===== config.mk =====
export PLATFORM = sky130hd
export DESIGN_NAME = button_event_decoder
export DESIGN_NICKNAME = d
export VERILOG_FILES = /design/src/rtl/button_event_decoder.sv
export SDC_FILE = /design/constraint.sdc
export NUM_CORES = 1
export LEC_CHECK = 0
export CORE_MARGIN = 2
export CORE_UTILIZATION = 57
export DETAILED_ROUTE_END_ITERATION = 16
export PLACE_DENSITY = 0.78
export SYNTH_ARGS = -nofsm -noshare
export SYNTH_HDL_FRONTEND = slang
export SYNTH_SLANG_ARGS = --single-unit

===== constraint.sdc =====
create_clock -name i_clk -period 2.4 [get_ports i_clk]
set_input_delay 0.36 -clock i_clk [delete_from_list [all_inputs] [get_ports i_clk]]
set_output_delay 0.36 -clock i_clk [all_outputs]
set_load 0.03 [all_outputs]

===== src/rtl/button_event_decoder.sv =====
// button_event_decoder: turns a debounced push-button level into press/release
// pulses, a long-press pulse, auto-repeat pulses, a held level and a wrapping
// 8-bit press count. All outputs are registered.
// Optional feature: define DOUBLE_CLICK_EN to build the double-click window;
// without it o_dclick is constant 0 and no window logic exists.
module button_event_decoder #(
  parameter int LONG_CYCLES   = 25_000_000,
  parameter int REPEAT_CYCLES = 5_000_000,
  parameter int DCLICK_CYCLES = 12_500_000,
  parameter int CNT_W         = 25
) (
  input  logic       i_clk,
  input  logic       i_rst_n,
  input  logic       i_clean_in,
  output logic       o_press,
  output logic       o_rel_pulse,
  output logic       o_long_press,
  output logic       o_repeat_pulse,
  output logic       o_held,
  output logic [7:0] o_press_count,
  output logic       o_dclick
);

  typedef enum logic [1:0] {
    ST_IDLE = 2'd0,
    ST_HELD = 2'd1,
    ST_LONG = 2'd2
  } state_t;

  // Terminal counts: the counter restarts at 0 on the entry edge, so the event
  // edge is the one where the counter already shows CYCLES-1.
  localparam logic [CNT_W-1:0] LONG_LAST   = CNT_W'(LONG_CYCLES - 1);
  localparam logic [CNT_W-1:0] REPEAT_LAST = CNT_W'(REPEAT_CYCLES - 1);
  localparam longint           CNT_SPAN    = longint'(1) << CNT_W;

  // Reject configurations the hold/window counter cannot represent.
  if (LONG_CYCLES < 2 || REPEAT_CYCLES < 1 || DCLICK_CYCLES < 1 ||
      longint'(LONG_CYCLES) > CNT_SPAN || longint'(REPEAT_CYCLES) > CNT_SPAN ||
      longint'(DCLICK_CYCLES) > CNT_SPAN) begin : g_bad_cfg
    $error("button_event_decoder: invalid cycle parameters for CNT_W");
  end

  state_t           r_state;
  state_t           w_state_nxt;
  logic [CNT_W-1:0] r_cnt;
  logic [CNT_W-1:0] w_cnt_nxt;
  logic             r_prev;
  logic             w_rise;
  logic             w_press_nxt;
  logic             w_rel_nxt;
  logic             w_long_nxt;
  logic             w_rep_nxt;
  logic             w_held_nxt;
  logic             w_dclick_nxt;
  logic             r_press;
  logic             r_rel;
  logic             r_long;
  logic             r_rep;
  logic             r_held;
  logic             r_dclick;
  logic [7:0]       r_press_count;

  assign w_rise = i_clean_in & ~r_prev;

  // Next-state and next-pulse decode; a release always beats long/repeat events.
  always_comb begin
    w_state_nxt = r_state;
    w_cnt_nxt   = r_cnt;
    w_press_nxt = 1'b0;
    w_rel_nxt   = 1'b0;
    w_long_nxt  = 1'b0;
    w_rep_nxt   = 1'b0;
    case (r_state)
      ST_IDLE: begin
        if (w_rise) begin
          w_state_nxt = ST_HELD;
          w_press_nxt = 1'b1;
        end else begin
          w_state_nxt = ST_IDLE;
        end
        w_cnt_nxt = '0;
      end
      ST_HELD: begin
        if (!i_clean_in) begin
          w_state_nxt = ST_IDLE;
          w_rel_nxt   = 1'b1;
          w_cnt_nxt   = '0;
        end else if (r_cnt == LONG_LAST) begin
          w_state_nxt = ST_LONG;
          w_long_nxt  = 1'b1;
          w_cnt_nxt   = '0;
        end else begin
          w_cnt_nxt = r_cnt + CNT_W'(1);
        end
      end
      ST_LONG: begin
        if (!i_clean_in) begin
          w_state_nxt = ST_IDLE;
          w_rel_nxt   = 1'b1;
          w_cnt_nxt   = '0;
        end else if (r_cnt == REPEAT_LAST) begin
          w_rep_nxt = 1'b1;
          w_cnt_nxt = '0;
        end else begin
          w_cnt_nxt = r_cnt + CNT_W'(1);
        end
      end
      default: begin
        w_state_nxt = ST_IDLE;
        w_cnt_nxt   = '0;
      end
    endcase
    w_held_nxt = (w_state_nxt != ST_IDLE);
  end

`ifdef DOUBLE_CLICK_EN
  localparam logic [CNT_W-1:0] DCLICK_LAST = CNT_W'(DCLICK_CYCLES - 1);

  logic             r_win_open;
  logic [CNT_W-1:0] r_win_cnt;
  logic             w_win_open_nxt;
  logic [CNT_W-1:0] w_win_cnt_nxt;

  // Double-click window: opened by a release, consumed by the next press, closed on expiry.
  always_comb begin
    w_dclick_nxt   = 1'b0;
    w_win_open_nxt = r_win_open;
    w_win_cnt_nxt  = r_win_cnt;
    if (w_rel_nxt) begin
      w_win_open_nxt = 1'b1;
      w_win_cnt_nxt  = '0;
    end else if (w_press_nxt) begin
      w_dclick_nxt   = r_win_open;
      w_win_open_nxt = 1'b0;
      w_win_cnt_nxt  = '0;
    end else if (r_win_open) begin
      if (r_win_cnt == DCLICK_LAST) begin
        w_win_open_nxt = 1'b0;
        w_win_cnt_nxt  = '0;
      end else begin
        w_win_cnt_nxt = r_win_cnt + CNT_W'(1);
      end
    end else begin
      w_win_cnt_nxt = '0;
    end
  end

  // Window registers.
  always_ff @(posedge i_clk or negedge i_rst_n) begin
    if (!i_rst_n) begin
      r_win_open <= 1'b0;
      r_win_cnt  <= '0;
    end else begin
      r_win_open <= w_win_open_nxt;
      r_win_cnt  <= w_win_cnt_nxt;
    end
  end
`else
  assign w_dclick_nxt = 1'b0;
`endif

  // FSM state and hold counter.
  always_ff @(posedge i_clk or negedge i_rst_n) begin
    if (!i_rst_n) begin
      r_state <= ST_IDLE;
      r_cnt   <= '0;
      r_prev  <= 1'b0;
    end else begin
      r_state <= w_state_nxt;
      r_cnt   <= w_cnt_nxt;
      r_prev  <= i_clean_in;
    end
  end

  // Registered outputs and the wrapping press counter.
  always_ff @(posedge i_clk or negedge i_rst_n) begin
    if (!i_rst_n) begin
      r_press       <= 1'b0;
      r_rel         <= 1'b0;
      r_long        <= 1'b0;
      r_rep         <= 1'b0;
      r_held        <= 1'b0;
      r_dclick      <= 1'b0;
      r_press_count <= 8'd0;
    end else begin
      r_press  <= w_press_nxt;
      r_rel    <= w_rel_nxt;
      r_long   <= w_long_nxt;
      r_rep    <= w_rep_nxt;
      r_held   <= w_held_nxt;
      r_dclick <= w_dclick_nxt;
      if (w_press_nxt) begin
        r_press_count <= r_press_count + 8'd1;
      end else begin
        r_press_count <= r_press_count;
      end
    end
  end

  assign o_press        = r_press;
  assign o_rel_pulse    = r_rel;
  assign o_long_press   = r_long;
  assign o_repeat_pulse = r_rep;
  assign o_held         = r_held;
  assign o_dclick       = r_dclick;
  assign o_press_count  = r_press_count;

endmodule

## Yosys cells after proc, flatten, opt, wreduce, memory -nomap -nowiden

Index checks and enable logic that the tools add are counted.

| storage, ports and cells | value |
|---|---|
| input bits | 3 |
| register bits after elaboration | 41 |

| operators by class | value |
|---|---|
| bitwise gates (word level) | 2 |
| equality and inequality tests | 4 |
| $add $sub $neg | 2 |
| mux-type cells | 20 |
| reduce and logical (&&, ||, !) cells | 3 |

Operator list:

| operator | count |
|---|---|
| two-way mux 25 bit | 4 |
| one-hot mux 25 bit (2 select lines) | 1 |
| adder 25 x 1 -> 25 bit, second input constant | 1 |
| == test 25 x 23 -> 1 bit, second input constant | 1 |
| == test 25 bit, second input constant | 1 |
| two-way mux 1 bit | 11 |
| adder 8 x 1 -> 8 bit, second input constant | 1 |
| two-way mux 2 bit | 3 |
| one-hot mux 2 bit (3 select lines) | 1 |
| == test 2 x 1 -> 1 bit, second input constant | 1 |
| == test 2 bit, second input constant | 1 |
| zero test 2 bit | 1 |
| nonzero test 2 bit | 1 |
| OR reduction 2 bit | 1 |
| bitwise AND 1 bit | 1 |
| NOT 1 bit | 1 |

## Longest topological paths before layout

Gate-level depths: netlist (run 1).

| depth | value |
|---|---|
| word-level depth | 5 |
| mapped depth | 8 |
| depth with buffers taken out | 7 |

## Worst setup path after synthesis (run 1)

No wires, ideal clock.

| timing path | value |
|---|---|
| kind | register to register |
| start point | register r_cnt[10] |
| end point | register r_cnt[12] |
| arrival time | 1.596 ns |
| path buffers | 1 |
| path slack | 0.685 ns |
| required time | 2.281 ns |
| cell stages (with the launch flop) | 6 |
| cell sequence | dfrtp_1 or4_1 nor3_2 o22a_4 buf_6 nor2_1 |

| between the ends | value |
|---|---|
| cells in the longest elaborated chain, start to end | 4 |
| elaborated cells between the ends (all ways) | 8 |
| those cells by class | add/sub: 1; eq/ne: 2; mux: 5 |

RTL lines:

| what | RTL line | text |
|---|---|---|
| start, declared | 45 | `logic [CNT_W-1:0] r_cnt;` |
| start signal, assigned | 170 | `r_cnt <= w_cnt_nxt;` |
| adder 25 x 1 -> 25 bit, or another cell as far along | 93, 105 |  |
| two-way mux 25 bit (on tied branches) | 101, 88 |  |
| two-way mux 25 bit (on tied branches) | 97, 84 |  |
| one-hot mux 25 bit (2 select lines) (*) | 73 | `case (r_state)` |
| named net w_cnt_nxt[12] | 46 | `logic [CNT_W-1:0] w_cnt_nxt;` |

The timed path passes the listed nets; every way through them passes the cells marked *.
A chain may end at the register's enable or synchronous reset.

## Worst setup path after layout (run 1)

| timing path | value |
|---|---|
| start point | register r_cnt[2] |
| end point | register r_cnt[19] |

The elaborated chain is that of the path after synthesis.

==> impl_metrics.py, run 1 <==
metrics = {
    "global_route": {
        "grt_pass1_wl_um": 6660,
        "grt_antenna_before_repair": 0,
        "grt_overflow": 0,
        "met2_usage_pct": 35.8,
        "grtUsageMet3_pct": 4.93,
        "grt_pass1_vias": 1474,
        "grt.total_usage_pct": 21.1,
        "met1_usage_pct": 25.5,
        "top_usage_layer": "met2",
        "grt_max_degree": 42,
    },
    "logic_synthesis": {
        "yosysWarningCount": 0,
        "synth-seq-cells": 41,
        "synth-seq-area-share_pct": 49.9,
        "synthCells": 196,
        "synth_area_leaders": "dfrtp_1, xnor2_1, xor2_1",
        "syn_nets": 205,
        "synth_top_area_share_pct": 49.9,
        "netlist_area_sq_um": 2060,
        "synth_top_cell_by_area": "dfrtp_1",
        "synth-main-ff-cell": "dfrtp_1",
        "synth.distinct_cells": 36,
        "synth_edf_count": 0,
        "async_flop_share_pct": 100,
        "syn_avg_cell_area_sq_um": 10.5,
    },
    "final_layout": {
        "multiInputGateArea_sq_um": 970,
        "final_common_cell": "dfrtp_1",
        "fillers": 257,
        "layout.nets": 220,
        "register_area_sq_um": 1030,
        "final_cell_mix": "dfrtp_1, nor2_1, xnor2_1",
        "post-route-util_pct": 68.2,
        "drive_gt1_share_pct": 9.91,
        "antenna_cells": 0,
        "syn2layout_area_growth_pct": 12.4,
    },
    "placed_design": {
        "io_buffers": 15,
        "place_hpwl_um": 2540,
        "place_congestion": 0.881,
    },
    "clock_tree": {
        "cts_max_path_buffers": 2,
        "cts_buffers": 5,
        "cts_max_level": 2,
        "cts_sinks": 41,
        "clk_latency_ps": 350,
        "cts_tree": "built",
        "cts-root-buf": "clkbuf_4",
        "post_cts_buffers": 0,
        "cts_hold_buf": 0,
        "cts.repair.resized": 0,
        "clk_pin_slew_ps": 120,
    },
    "sta": {
        "fin_crit_sh_pct": 81.7,
        "rsz0062_at_grt": "no",
        "fin_setup_tns_ps": 0,
        "finalClockSkew_ps": 8.87,
        "worst_pin_slew_ps": 857,
        "period_minus_slack_ps": 1960,
        "maxSlewHeadroom_pct": 42.8,
        "finalMaxSlewViolations": 0,
        "setup_viol": 0,
        "final_hold_viol_count": 0,
        "max_clock_freq_ghz": 0.510,
    },
    "drt": {
        "route.detailed.drc": 0,
        "wirelength_um": 3670,
        "antenna_left": 0,
        "via_per_inst": 5.66,
        "firstDrtPassIters": 4,
        "drt_iter0_markers": 62,
        "vias": 1459,
        "routedWlPerCell_um": 14.2,
    },
    "critical_path": {
        "required_ps": 2630,
        "rrSetupSlack_ps": 440,
        "worstPathArrival_ps": 2190,
        "crit_path_start_kind": "register",
        "r2r-end": "r_cnt[19]$_DFF_PN0_",
        "startpoint": "r_cnt[2]$_DFF_PN0_",
        "endpoint": "r_cnt[19]$_DFF_PN0_",
        "crit_path_end_kind": "register",
        "critical_path.max_fanout": 25,
        "rr_worst_depth": 5,
        "rr_startpoint": "r_cnt[2]$_DFF_PN0_",
        "worstSetupPathType": "reg2reg",
    },
    "power": {
        "p_int_w": 0.00118,
        "combPwrFrac_pct": 17.3,
        "p_leak_nw": 0.934,
        "ir_drop_mv": 0.277,
        "p_per_area_nw_per_um2": 699,
        "pwr-share-clk_pct": 33.7,
        "p_seq_share_pct": 49.0,
        "p_sw_w": 0.000437,
        "switching_share_pct": 27.1,
    },
    "status": {
        "outcome": "completed",
    },
    "floorplanning": {
        "core_area_sq_um": 3390,
        "die-area_sq_um": 4100,
        "die_x_um": 64.1,
        "die_height_um": 64.1,
        "pin_count": 17,
        "rows": 21,
        "initial_core_util_pct": 60.7,
    },
    "job": {
        "max_cap_violations": 0,
    },
    "hold_path": {
        "hp-class": "in2async",
    },
}
synthesized netlist by cell type (3+ instances only):
master	count
nand2_1	17
nor3_1	6
dfrtp_1	41
xor2_1	12
o21ai_0	3
ha_1	6
nand3_1	13
nor3_2	3
xnor2_1	18
nor2_1	27
and3_1	4
nand4_1	9
inv_1	3
critical path, stage by stage, from the launching register on:
cell     delay [ps]
dfrtp_1         450
and4_1          350
nand4_1         220
nor3_2          360
o22a_4          360
nor2_1           90
per-layer routing:
layer / wire length, um / share of wire, % / vias up
li1: - / - / 692
met1: 1540 / 42 / 706
met2: 1860 / 51 / 48
met3: 158 / 4.3 / 13
met4: 116 / 3.2 / 0
met5: 0 / 0 / -
worst min path at each step:
stage	slack (ps)	start	cells after the start	to
floorplan	60	i_rst_n	0	o_held$_DFF_PN0_
global placement	460	r_cnt[0]$_DFF_PN0_	1	r_cnt[0]$_DFF_PN0_
detailed placement	480	r_cnt[0]$_DFF_PN0_	1	r_cnt[0]$_DFF_PN0_
CTS	130	i_rst_n	1	o_press_count[4]$_DFFE_PN0P_
global route	170	i_rst_n	1	o_press_count[4]$_DFFE_PN0P_
finish	110	i_rst_n	1	o_press_count[3]$_DFFE_PN0P_
power groups by stage:
stage                     clock (W)  combinational (W)  sequential (W)
final                      0.000545           0.000279        0.000792
after global routing       0.000601           0.000301        0.000799
after CTS                  0.000559           0.000284        0.000793
after detailed placement          0           0.000283        0.000807
after global placement            0           0.000276        0.000800
after floorplan                   0          0.0000726        0.000887
sequential cells by signal, indices dropped and copies added, names as in the netlist:
signal / cells
o_rel_pulse: 1
r_prev: 1
r_state: 2
r_cnt: 25
o_long_press: 1
o_press_count: 8
o_press: 1
o_repeat_pulse: 1
o_held: 1
final cells by class:
cell class                 count  share of cell area [%]
timing repair buffer          15                    6.28
multi-input combinational    145                    41.9
clock buffer                   5                    1.62
tap                           46                    2.49
clock inverter                 3                    2.81
inverter                       3                   0.487
sequential                    41                    44.4
logic make-up after synthesis:
family | after synthesis | synth area share, %
flops | 41 | 49.9
xor+xnor | 30 | 12.8
fa+ha+maj | 6 | 3.65
other cells | 1 | 0.182
buf+inv | 10 | 2.98
mux | 1 | 0.547
simple gates | 100 | 27.4
compound gates | 7 | 2.55
per-stage QoR:
stage / area [sq um] / std cells / total power, W / hold slack [ps] / setup slack, ps
finish: 2310 / 258 / 0.00162 / 109 / 439
global route: 2310 / 258 / 0.00170 / 168 / 286
CTS: 2310 / 258 / 0.00164 / 134 / 455
detailed placement: 2210 / 250 / 0.00109 / 480 / 428
global placement: 2210 / 250 / 0.00108 / 461 / 457
floorplan: 2060 / 196 / 0.000960 / 64.4 / 685
Note: power is estimated with default switching activity, not from simulation.
==> run 2, diff against run 1 <==
Clock period 2.4 ns to 2 ns, I/O delays scaled along.
==> run 2 against run 1 <==
  * The flow now finishes with violations (hold timing)
  * Clock-buffer cell count up 2
  * Fmax up 2.2%
  * Flip-flop and latch count unchanged
  * Die area unchanged
  * Setup slack worse by 360 ps
  * Global-route usage down 0.14 points
  * Critical path depth down 1
  * Clock skew down 4.1 ps
  * Total power up 8.6%
  * Combinational power up 24%
  * Register-to-register slack worse by 360 ps
  * Critical path type unchanged
  * Largest power group unchanged
  * Highest routed layer unchanged
==> impl_metrics.py, run 2 (same netlist as run 1, synthesis figures left out) <==
metrics = {
    "drt": {
        "route.detailed.drc": 0,
        "firstDrtPassIters": 4,
        "wirelength_um": 3960,
        "routedWlPerCell_um": 14.9,
        "vias": 1514,
        "via_per_inst": 5.71,
        "antenna_left": 0,
        "drt_iter0_markers": 60,
    },
    "power": {
        "pwr-share-clk_pct": 26.0,
        "combPwrFrac_pct": 19.7,
        "p_leak_nw": 0.954,
        "switching_share_pct": 29.6,
        "p_seq_share_pct": 54.3,
        "p_int_w": 0.00124,
        "p_sw_w": 0.000519,
        "p_per_area_nw_per_um2": 746,
        "ir_drop_mv": 0.296,
    },
    "critical_path": {
        "crit_path_start_kind": "register",
        "rrSetupSlack_ps": 80,
        "cp.buffers_inverters": 0,
        "worstPathArrival_ps": 2150,
        "critical_path.max_fanout": 12,
        "required_ps": 2230,
        "endpoint": "r_cnt[15]$_DFF_PN0_",
        "rr_worst_depth": 4,
        "crit_path_end_kind": "register",
        "worstSetupPathType": "reg2reg",
        "cp_slowest_stage_delay_ps": 650,
        "rr_startpoint": "r_cnt[10]$_DFF_PN0_",
        "cpMaxStageDelayCell": "or4_1",
        "crit_family": "simple AND/OR/NAND/NOR gates",
        "crit_chain": "or4_1 -> nor3_2 -> o22a_4 -> nor2_1",
        "cp.depth": 4,
        "startpoint": "r_cnt[10]$_DFF_PN0_",
        "r2r-end": "r_cnt[15]$_DFF_PN0_",
    },
    "floorplanning": {
        "die_height_um": 64.1,
        "core_area_sq_um": 3390,
        "die_x_um": 64.1,
        "die-area_sq_um": 4100,
        "initial_core_util_pct": 60.7,
        "pin_count": 17,
        "rows": 21,
    },
    "clock_tree": {
        "clk_pin_slew_ps": 110,
        "cts_max_level": 2,
        "cts_hold_buf": 0,
        "cts-root-buf": "clkbuf_4",
        "post_cts_buffers": 0,
        "cts.repair.resized": 0,
        "cts_buffers": 5,
        "cts_max_path_buffers": 2,
        "cts_tree": "built",
        "cts_sinks": 41,
        "clk_latency_ps": 340,
    },
    "sta": {
        "setup_viol": 0,
        "finalMaxSlewViolations": 0,
        "max_clock_freq_ghz": 0.521,
        "worst_pin_slew_ps": 496,
        "period_minus_slack_ps": 1920,
        "final_hold_viol_count": 11,
        "fin_crit_sh_pct": 96.0,
        "fin_setup_tns_ps": 0,
        "maxSlewHeadroom_pct": 66.7,
        "timing.final.ws_setup_ps": 81.0,
        "finalClockSkew_ps": 4.77,
        "holdWs_ps": -6.99,
    },
    "hold_path": {
        "hp-class": "in2async",
    },
    "placed_design": {
        "io_buffers": 15,
        "place_congestion": 0.860,
        "place_hpwl_um": 2690,
        "post-place-ws_ps": 95.9,
    },
    "final_layout": {
        "largest_reg_flops": 25,
        "layout.nets": 227,
        "top_register": "r_cnt",
        "drive_gt1_share_pct": 13.2,
        "final_cell_mix": "dfrtp_1, nor2_1, xnor2_1",
        "final_common_cell": "dfrtp_1",
        "antenna_cells": 0,
        "syn2layout_area_growth_pct": 14.4,
    },
    "global_route": {
        "grt_overflow": 0,
        "grt_pass1_wl_um": 6690,
        "grt_antenna_before_repair": 0,
        "grt.total_usage_pct": 21.0,
        "grt_pass1_vias": 1503,
        "grt_max_degree": 42,
    },
    "status": {
        "violations": "hold timing",
        "outcome": "finished with violations",
    },
    "job": {
        "max_cap_violations": 0,
    },
}
[run 2: metrics by stage]
stage                     power (W)  instances  utilization, %  cell area (sq um)  hold WS [ps]
final                       0.00176        265            69.4               2350         -6.99
after detailed placement    0.00132        256            66.5               2250           391
after CTS                   0.00177        264            68.6               2320          12.2
after global routing        0.00184        265            69.4               2350          25.2
after floorplan             0.00115        196               -               2060          4.41
after global placement      0.00129        256            66.5               2250           376
[run 2: layout make-up]
cell class / instances / area, sq um
fill: 249 / 1040
sequential: 41 / 1030
multi-input combinational: 146 / 998
timing repair buffer: 21 / 190
clock buffer: 7 / 65.1
tap: 46 / 57.6
inverter: 3 / 11.3
clock inverter: 1 / 5.00
[run 2: how the worst min path moves through the flow]
stage	start	endpoint	cells after the start
2_1_floorplan	i_rst_n	o_held$_DFF_PN0_	0
3_5_place_dp	i_rst_n	o_press_count[7]$_DFFE_PN0P_	2
3_3_place_gp	i_rst_n	o_press_count[7]$_DFFE_PN0P_	2
5_1_grt	i_rst_n	o_press_count[7]$_DFFE_PN0P_	2
6_report	i_rst_n	o_press_count[7]$_DFFE_PN0P_	2
4_1_cts	i_rst_n	r_state[1]$_DFF_PN0_	2
[run 2: worst register-to-register path: cells and delay by family, from the launching register on]
family,cells,cell delay [ps]
simple gates,3,1030
flops,1,470
compound gates,1,320
[run 2: per-layer routing]
layer	wire length [um]	up-vias	track usage, %
met5	0	-	0
met4	41	0	7.34
met3	176	5	4.23
met2	2080	47	37.9
met1	1670	750	24.6
li1	-	712	-
[run 2: power groups by stage]
stage                     Clock [W]  Sequential [W]  Combinational (W)
after global placement            0        0.000959           0.000335
after global routing       0.000506        0.000964           0.000369
after floorplan                   0         0.00106          0.0000871
after CTS                  0.000467        0.000954           0.000350
final                      0.000456        0.000954           0.000345
after detailed placement          0        0.000972           0.000349
==> run 3, diff against run 2 <==
Settings changed: CTS_CLUSTER_SIZE set to 16.
==> results of run 3 <==
The final DEF is identical to that of run 2; final timing and power are the same.
